<file path="src/rtl/frame_fwd_pkg.sv">
// Shared word format and state encoding for the frame forwarding path.
// A word is {flag, byte}: flag=1 carries a frame byte, flag=0 is a gap or end marker.
package frame_fwd_pkg;

    localparam int WORD_W   = 9;
    localparam int FLAG_BIT = 8;

    typedef logic [WORD_W-1:0] word_t;

    localparam word_t END_MARKER = 9'h000;

    typedef enum logic [1:0] {
        ST_IDLE  = 2'd0,
        ST_FWD   = 2'd1,
        ST_DROP  = 2'd2,
        ST_TRUNC = 2'd3
    } fwd_state_e;

    function automatic logic is_byte(input word_t w);
        return w[FLAG_BIT];
    endfunction

endpackage

</file>
<file path="src/rtl/frame_fwd_skid.sv">
// Registered write port with a one-word skid: a word that meets a stall is parked and
// written once stall drops. Input to write strobe is 1 cycle when not stalled.
module frame_fwd_skid
    import frame_fwd_pkg::*;
(
    input  logic  sys_clk,
    input  logic  sys_rstn,
    input  logic  in_vld_i,
    input  word_t in_dat_i,
    input  logic  stall_i,
    output logic  hold_o,
    output logic  out_vld_o,
    output word_t out_dat_o
);

    logic  skid_vld_q, skid_vld_d;
    word_t skid_dat_q, skid_dat_d;
    logic  out_vld_q, out_vld_d;
    word_t out_dat_q, out_dat_d;

    // The upstream never offers a new word while the skid is occupied.
    always_comb begin
        skid_vld_d = skid_vld_q;
        skid_dat_d = skid_dat_q;
        out_vld_d  = 1'b0;
        out_dat_d  = out_dat_q;
        if (skid_vld_q) begin
            if (!stall_i) begin
                out_vld_d  = 1'b1;
                out_dat_d  = skid_dat_q;
                skid_vld_d = 1'b0;
            end
        end else if (in_vld_i) begin
            if (stall_i) begin
                skid_vld_d = 1'b1;
                skid_dat_d = in_dat_i;
            end else begin
                out_vld_d = 1'b1;
                out_dat_d = in_dat_i;
            end
        end
    end

    always_ff @(posedge sys_clk or negedge sys_rstn) begin
        if (!sys_rstn) begin
            skid_vld_q <= 1'b0;
            skid_dat_q <= END_MARKER;
            out_vld_q  <= 1'b0;
            out_dat_q  <= END_MARKER;
        end else begin
            skid_vld_q <= skid_vld_d;
            skid_dat_q <= skid_dat_d;
            out_vld_q  <= out_vld_d;
            out_dat_q  <= out_dat_d;
        end
    end

    assign hold_o    = skid_vld_q;
    assign out_vld_o = out_vld_q;
    assign out_dat_o = out_dat_q;

endmodule

</file>
<file path="src/rtl/frame_fwd.sv">
// Frame-atomic forwarding from an rx FIFO to a tx FIFO with drop-at-start, truncation and stats.
// rd_en to wr_en is 2 cycles; wr_full stalls reads in FWD and parks an in-flight word in the skid.
module frame_fwd
    import frame_fwd_pkg::*;
#(
    parameter int MAX_LEN = 1518,
    parameter int CNT_W   = 32
) (
    input  logic              sys_clk,
    input  logic              sys_rstn,
    output logic              rd_en,
    input  logic [WORD_W-1:0] rd_data,
    input  logic              rd_empty,
    output logic              wr_en,
    output logic [WORD_W-1:0] wr_data,
    input  logic              wr_full,
    output logic [CNT_W-1:0]  frame_cnt,
    output logic [CNT_W-1:0]  drop_cnt,
    output logic [CNT_W-1:0]  trunc_cnt,
    output logic              busy
);

    localparam int                BCNT_W   = $clog2(MAX_LEN + 1);
    localparam logic [BCNT_W-1:0] BCNT_MAX = BCNT_W'(MAX_LEN);

    fwd_state_e        state_q;
    logic [BCNT_W-1:0] byte_cnt_q;
    logic              rd_pend_q;
    logic              run_q;
    logic [CNT_W-1:0]  frame_cnt_q;
    logic [CNT_W-1:0]  drop_cnt_q;
    logic [CNT_W-1:0]  trunc_cnt_q;

    logic              skid_hold;
    logic              wr_req;
    word_t             wr_word;
    logic              at_limit;

    assign at_limit = (byte_cnt_q >= BCNT_MAX);

    // Only FWD has to write every word it reads, so only FWD honours wr_full before reading.
    assign rd_en = run_q && !rd_empty && !skid_hold && (!wr_full || (state_q != ST_FWD));

    always_comb begin
        wr_req  = 1'b0;
        wr_word = END_MARKER;
        if (rd_pend_q) begin
            case (state_q)
                ST_IDLE: begin
                    if (is_byte(rd_data) && !wr_full) begin
                        wr_req  = 1'b1;
                        wr_word = rd_data;
                    end
                end
                ST_FWD: begin
                    wr_req  = 1'b1;
                    wr_word = (is_byte(rd_data) && at_limit) ? END_MARKER : rd_data;
                end
                default: ;
            endcase
        end
    end

    always_ff @(posedge sys_clk or negedge sys_rstn) begin
        if (!sys_rstn) begin
            state_q     <= ST_IDLE;
            byte_cnt_q  <= '0;
            rd_pend_q   <= 1'b0;
            run_q       <= 1'b0;
            frame_cnt_q <= '0;
            drop_cnt_q  <= '0;
            trunc_cnt_q <= '0;
        end else begin
            run_q     <= 1'b1;
            rd_pend_q <= rd_en;
            if (rd_pend_q) begin
                case (state_q)
                    ST_IDLE: begin
                        if (is_byte(rd_data)) begin
                            if (!wr_full) begin
                                byte_cnt_q <= BCNT_W'(1);
                                state_q    <= ST_FWD;
                            end else begin
                                drop_cnt_q <= drop_cnt_q + CNT_W'(1);
                                state_q    <= ST_DROP;
                            end
                        end
                    end
                    ST_FWD: begin
                        if (!is_byte(rd_data)) begin
                            frame_cnt_q <= frame_cnt_q + CNT_W'(1);
                            state_q     <= ST_IDLE;
                        end else if (at_limit) begin
                            trunc_cnt_q <= trunc_cnt_q + CNT_W'(1);
                            state_q     <= ST_TRUNC;
                        end else begin
                            byte_cnt_q <= byte_cnt_q + BCNT_W'(1);
                        end
                    end
                    ST_DROP: begin
                        if (!is_byte(rd_data)) begin
                            state_q <= ST_IDLE;
                        end
                    end
                    ST_TRUNC: begin
                        if (!is_byte(rd_data)) begin
                            frame_cnt_q <= frame_cnt_q + CNT_W'(1);
                            state_q     <= ST_IDLE;
                        end
                    end
                endcase
            end
        end
    end

    frame_fwd_skid u_skid (
        .sys_clk   (sys_clk),
        .sys_rstn  (sys_rstn),
        .in_vld_i  (wr_req),
        .in_dat_i  (wr_word),
        .stall_i   (wr_full),
        .hold_o    (skid_hold),
        .out_vld_o (wr_en),
        .out_dat_o (wr_data)
    );

    assign frame_cnt = frame_cnt_q;
    assign drop_cnt  = drop_cnt_q;
    assign trunc_cnt = trunc_cnt_q;
    assign busy      = (state_q == ST_FWD) || (state_q == ST_TRUNC);

endmodule
</file>
<file path="config.mk">
export PLATFORM = sky130hd
export DESIGN_NAME = frame_fwd
export DESIGN_NICKNAME = d
export VERILOG_FILES = /design/src/rtl/frame_fwd_pkg.sv /design/src/rtl/frame_fwd_skid.sv /design/src/rtl/frame_fwd.sv
export SDC_FILE = /design/constraint.sdc
export NUM_CORES = 1
export LEC_CHECK = 0
export BUFFER_PORTS_ARGS = -buffer_cell sky130_fd_sc_hd__buf_2
export CAP_MARGIN = 20
export CORE_MARGIN = 2
export CORE_UTILIZATION = 33
export DETAILED_ROUTE_END_ITERATION = 8
export PLACE_DENSITY = 0.56
export SYNTH_ARGS = -nofsm -noshare
export SYNTH_HDL_FRONTEND = slang
export SYNTH_SLANG_ARGS = --single-unit
</file>
<file path="constraint.sdc">
create_clock -name sys_clk -period 6.2 [get_ports sys_clk]
set_clock_uncertainty 0.2 [all_clocks]
set_input_delay 0.31 -clock sys_clk [delete_from_list [all_inputs] [get_ports sys_clk]]
set_output_delay 0.31 -clock sys_clk [all_outputs]
set_load 0.01 [all_outputs]
</file>
Word level (Yosys, flattened, before mapping)
Cells that the tools add are included.
- bits in registers: 131
- input port bits: 13
- output and inout bits: 108
- word-level logic and storage cells: 80
- $add $sub $neg: 4
- magnitude comparators: 1
- equality and inequality tests: 12
- multiplexer cells: 28
- bitwise gates (word level): 2
- reductions and logical operators: 22
- operator list (cell ; number):
    $add A32 B1 Y32 const B ; 3
    $mux W9 ; 7
    $mux W11 ; 4
    $pmux W11 S2 ; 1
    $pmux W9 S2 ; 1
    $ne A2 B2 Y1 const B ; 7
    $reduce_and A4 Y1 ; 3
    $add A11 B1 Y11 const B ; 1
    $ge A11 B11 Y1 const B ; 1
    $mux W2 ; 5
    $reduce_and A3 Y1 ; 3
    $mux W1 ; 8
    $pmux W2 S3 ; 1
    $reduce_and A6 Y1 ; 1
    $logic_and A1 B1 Y1 ; 5
    $eq A2 B2 Y1 const B ; 2
    $reduce_bool A2 Y1 ; 2
    $reduce_or A2 Y1 ; 2
    $logic_not A1 Y1 ; 3
    $ne A3 B3 Y1 const B ; 1
    $eq A2 B1 Y1 const B ; 1
    $logic_not A2 Y1 ; 1
    $logic_or A1 B1 Y1 ; 2
    $ne A2 B1 Y1 const B ; 1
    2 further kinds ; 3

Depth between registers and ports, before layout
- depth after elaboration: 8
- gate-level depth with buffers: 8
- depth with buffers taken out: 6

Hierarchy
Synthesis repeated with hierarchy kept, for this count alone.
- cells, all modules: 594
- area, all modules: 6465.0 um^2
- modules (own cells, without submodules) (module ; times used ; cells an instance ; area each (um^2) ; sequential area each (um^2)):
    frame_fwd ; 1 ; 526 ; 5540.3 ; 2777.7
    frame_fwd_skid ; 1 ; 68 ; 924.6 ; 500.5

Worst setup path after synthesis
OpenSTA, ideal clock, no wires.
- path kind: reg-to-reg
- start: register byte_cnt_q[0]
- end: register u_skid.skid_dat_q[8]
- setup time: 125 ps
- arrival time: 1742 ps
- required time: 5875 ps
- setup slack: 4133 ps
- cell stages (with the launch flop): 8
- path buffers: 1
- period minus slack after synthesis: 2067 ps
- path through: dfrtp_1 > inv_1 > ha_1 > o211ai_2 > a2111oi_2 > buf_2 > nor2_1 > mux2_2
- cells in the longest elaborated chain, start to end: 5
- ends and longest elaborated chain (item ; RTL line ; text):
    from (decl) ; frame_fwd.sv:27 ; logic [BCNT_W-1:0] byte_cnt_q;
    from (signal assigned) ; frame_fwd.sv:97 ; byte_cnt_q <= byte_cnt_q + BCNT_W'(1);
    $ge A11 B11 Y1 ; frame_fwd.sv:39 ; assign at_limit = (byte_cnt_q >= BCNT_MAX);
    $logic_and A1 B1 Y1 ; frame_fwd.sv:57 ; wr_word = (is_byte(rd_data) && at_limit) ? END_MARKER : rd_data;
    $mux W9 ; frame_fwd.sv:57 ;
    $pmux W9 S2 ; frame_fwd.sv:48 ; case (state_q)
    $mux W9 ; frame_fwd.sv:47 ; if (rd_pend_q) begin
    to (signal assigned) ; frame_fwd_skid.sv:52 ; skid_dat_q <= skid_dat_d;
    to (decl) ; frame_fwd_skid.sv:17 ; word_t skid_dat_q, skid_dat_d;
Every way passes these cells.
A chain may end at the register's enable or synchronous reset.

Final worst setup path
- start: register state_q[0]
- end: register drop_cnt_q[27], in the netlist drop_cnt[27]
- cells in the longest elaborated chain, start to end: 2
- ends and longest elaborated chain (item ; RTL line ; text):
    from (decl) ; frame_fwd.sv:26 ; fwd_state_e state_q;
    from (signal assigned) ; frame_fwd.sv:66 ; state_q <= ST_IDLE;
    from (signal assigned) ; frame_fwd.sv:82 ; state_q <= ST_FWD;
    from (signal assigned) ; frame_fwd.sv:85 ; state_q <= ST_DROP;
    $logic_not A2 Y1 ; frame_fwd.sv:77 ; case (state_q)
    $reduce_and A4 Y1 (no line) ; - ;
    to (signal assigned) ; frame_fwd.sv:84 ; drop_cnt_q <= drop_cnt_q + CNT_W'(1);
    to (decl) ; frame_fwd.sv:31 ; logic [CNT_W-1:0] drop_cnt_q;
Every way passes these cells.

==> impl_metrics.py <==
metrics = {
    "final_layout": {
        "n_antenna_cell": 0,
        "final_layout_size_suffix_gt1_share_pct": 25.63,
        "area_growth_syn_to_layout_pct": 23.94,
        "fin_area_sq_um": 7785,
        "nets": 716,
    },
    "pwr": {
        "powerDensity_nw_per_um2": 290.3,
        "power.switching_mw": 0.6053,
        "p_seq_share_pct": 44.4,
        "vdd.ir_drop.worst_uv": 177.1,
        "switching_share_pct": 26.78,
        "p_int_mw": 1.654,
        "p_comb_share_pct": 12.0,
        "pwr-share-clk_pct": 43.6,
        "p_leak_nw": 3.871,
    },
    "critical_path": {
        "path_max_fanout": 14,
        "cp_slowest_stage_delay_ps": 880,
        "crit_path_start_kind": "flop",
        "end_kind": "flop",
        "critPathArrivalTime_ps": 2600,
        "critPathRequiredTime_ps": 6340,
        "startpoint": "state_q[0]",
        "r2r-start": "state_q[0]",
        "critical_path_class": "flop to flop",
        "crit_family": "simple AND/OR/NAND/NOR gates",
        "worstPathCellList": "nand2b_2 -> or4_1 -> nor4_2 -> xor2_1",
        "slowest_stage": "or4_1",
        "crit_buf_inv": 0,
    },
    "hold_path": {
        "hp-class": "input port to flop",
        "min_from": "rd_data[8]",
    },
    "synth": {
        "ys_seq_elements": 131,
        "syn_area_sq_um": 6281,
        "synth-async-reset-ratio_pct": 100.0,
        "yosys.cell_types.count": 49,
        "synth_edf_count": 0,
        "mappedNetlistNets": 586,
        "synth_ff_type": "dfrtp_1",
        "synthCells": 568,
        "yosysSeqAreaShare_pct": 52.19,
        "yosysWarnings": 0,
        "syn_area_per_cell_sq_um": 11.06,
    },
    "floorplanning": {
        "initial_core_util_pct": 33.58,
        "fp.dieW_microns": 142.0,
        "ios": 121,
        "die_h_microns": 142.0,
        "rows": 50,
        "dieArea_sq_um": 20150,
        "core-area_sq_um": 18710,
    },
    "global_route": {
        "grt_pass1_wl_microns": 24670,
        "grt_usage_pct": 15.28,
        "grt_max_degree": 78,
        "antenna_found_initial": 1,
        "grt_overflow": 0,
        "grt_pass1_vias": 4782,
    },
    "drt": {
        "via_per_inst": 5.255,
        "avgRoutedWirePerCell_microns": 16.19,
        "ant_nets": 0,
        "drt-total-wl_microns": 15280,
        "drcViolationCount": 0,
        "first_pass_iters": 4,
        "drtIter0Drc": 265,
        "vias": 4961,
    },
    "outcome": {
        "outcome": "finished, final reports clean",
    },
    "cts": {
        "numClockSinks": 131,
        "root_buffer": "clkbuf_16",
        "path_clk_slew_ps": 60,
        "cts.path.max_buffers": 2,
        "clk_latency_ps": 420,
        "post-cts-setup-buffers": 0,
        "ctsHoldBuffers": 11,
        "htree_levels": 4,
        "cts_tree": "done",
        "cts-resized-gates": 0,
        "cts-buffers-inserted": 17,
    },
    "timing": {
        "rsz0062_at_grt": "no",
        "hold_ws_ps": 69.95,
        "fin_crit_ps": 2458,
        "hold_violations": 0,
        "finalCritPeriodShare_pct": 39.64,
        "finalMaxSlewViolations": 0,
        "setup_slack_ps": 3742,
        "tightest_slew_ps": 887.0,
        "max_freq_mhz": 406.8,
        "finalSetupTns_ps": 0,
        "max_slew_margin_pct": 40.87,
        "setup_viol": 0,
    },
    "placement": {
        "post-dp-hpwl_microns": 10630,
        "port_buffers": 120,
        "place_area_sq_um": 7067,
        "dp_slack_ps": 3735,
        "routabilityCongestion": 0.8442,
    },
    "run": {
        "drv_cap": 0,
    },
}
==> layout make-up <==
cell class                 instances  area, sq um
fill                            1823        10920
sequential                       131         3278
multi-input combinational        397         2818
timing repair buffer             135        760.7
clock buffer                      18        439.2
tap                              234        292.8
clock inverter                    13        136.4
inverter                          16        60.06
==> power by group through the flow <==
stage | Sequential (mW) | Combinational (mW) | Clock (mW)
after floorplan | 1.01 | 0.151 | 0
after global placement | 1.01 | 0.263 | 0
after detailed placement | 1.02 | 0.268 | 0
after CTS | 1.00 | 0.275 | 1.00
after global routing | 1.01 | 0.300 | 1.04
final | 1.00 | 0.271 | 0.986
==> metal layers <==
metal,vias up,part of all wire (%),track usage (%)
met3,26,4.6,3.567
met4,2,1.9,6.105
met2,138,47,23.94
met5,-,0.085,0
met1,2467,46,20.52
li1,2328,-,-
==> worst min-delay path, delay by kind of cell <==
| family | cells | cell delay, ps |
|---|---|---|
| buf+inv | 1 | 150 |
| simple gates | 2 | 170 |
==> kinds of logic (layout without fill, tap and decap cells) <==
group / after synthesis / after routing / share of synthesized area [%]
flops: 131 / 131 / 52.19
compound gates: 55 / 55 / 7.331
other cells: 1 / 1 / 0.05970
xor+xnor: 93 / 93 / 12.97
simple gates: 237 / 237 / 22.43
fa+ha+maj: 5 / 5 / 0.9960
mux: 6 / 6 / 1.076
buf+inv: 40 / 182 / 2.948
==> flip-flops by register name, indices dropped and copies added (netlist names), 2 cells and up <==
signal / flops
u_skid.out_dat_o: 9
state_q: 2
trunc_cnt: 32
byte_cnt_q: 11
drop_cnt: 32
u_skid.skid_dat_q: 9
frame_cnt: 32
==> per-stage QoR <==
stage               std cells  util (%)  power, mW
floorplan                 568         -      1.166
global placement          900     37.78      1.271
detailed placement        900     37.78      1.285
CTS                       942     41.44      2.281
global route              944     41.62      2.352
finish                    944     41.62      2.260
==> path summary, 6_finish.rpt <==
check,end,slack (ps),cells past startpoint
setup / recovery,drop_cnt[27],3740,4
hold / removal,state_q[0],70,3
setup reg to reg,drop_cnt[27],3740,4
hold reg to reg,frame_cnt[31],270,1
max in group asynchronous,drop_cnt[10],4720,3
min in group asynchronous,drop_cnt[6],100,2
==> Yosys cell counts, types with 2 or more instances <==
cell,count,area share [%]
nor4_1,18,1.8
xnor2_1,49,6.8
a41oi_1,2,0.28
a21o_1,2,0.24
nand4b_1,4,0.56
o21ai_0,6,0.48
nor4b_1,3,0.42
and2_1,7,0.70
nand3b_1,2,0.24
clkbuf_1,11,0.66
a221o_1,8,1.3
nor2b_1,3,0.30
nor3_1,15,1.2
o31ai_1,10,1.2
nand2_1,36,2.2
dfrtp_1,131,52
and3_1,26,2.6
buf_2,7,0.56
ha_1,5,1.0
a2111oi_2,2,0.48
nor3_2,8,1.3
nand3_1,43,3.4
buf_4,3,0.36
mux2_2,6,1.1
nor2_1,22,1.3
nand4_1,24,2.4
inv_1,16,0.96
nor4_2,4,0.80
a22o_1,8,1.1
buf_6,2,0.36
a31oi_1,4,0.40
o41ai_1,2,0.28
a21oi_1,7,0.56
xor2_1,44,6.1
and4_1,14,2.0
==> layout by cell type (no fill, tap or decap), types with 15 or more instances in the layout <==
cell | Yosys | final
dfrtp_1 | 131 | 131
nor4_1 | 18 | 18
inv_1 | 16 | 16
nand3_1 | 43 | 43
nand2_1 | 36 | 36
xnor2_1 | 49 | 49
nor3_1 | 15 | 15
and3_1 | 26 | 26
nor2_1 | 22 | 22
clkbuf_16 | 0 | 17
nand4_1 | 24 | 24
buf_2 | 7 | 119
xor2_1 | 44 | 44
No activity file was read; power rests on OpenSTA's default activity.
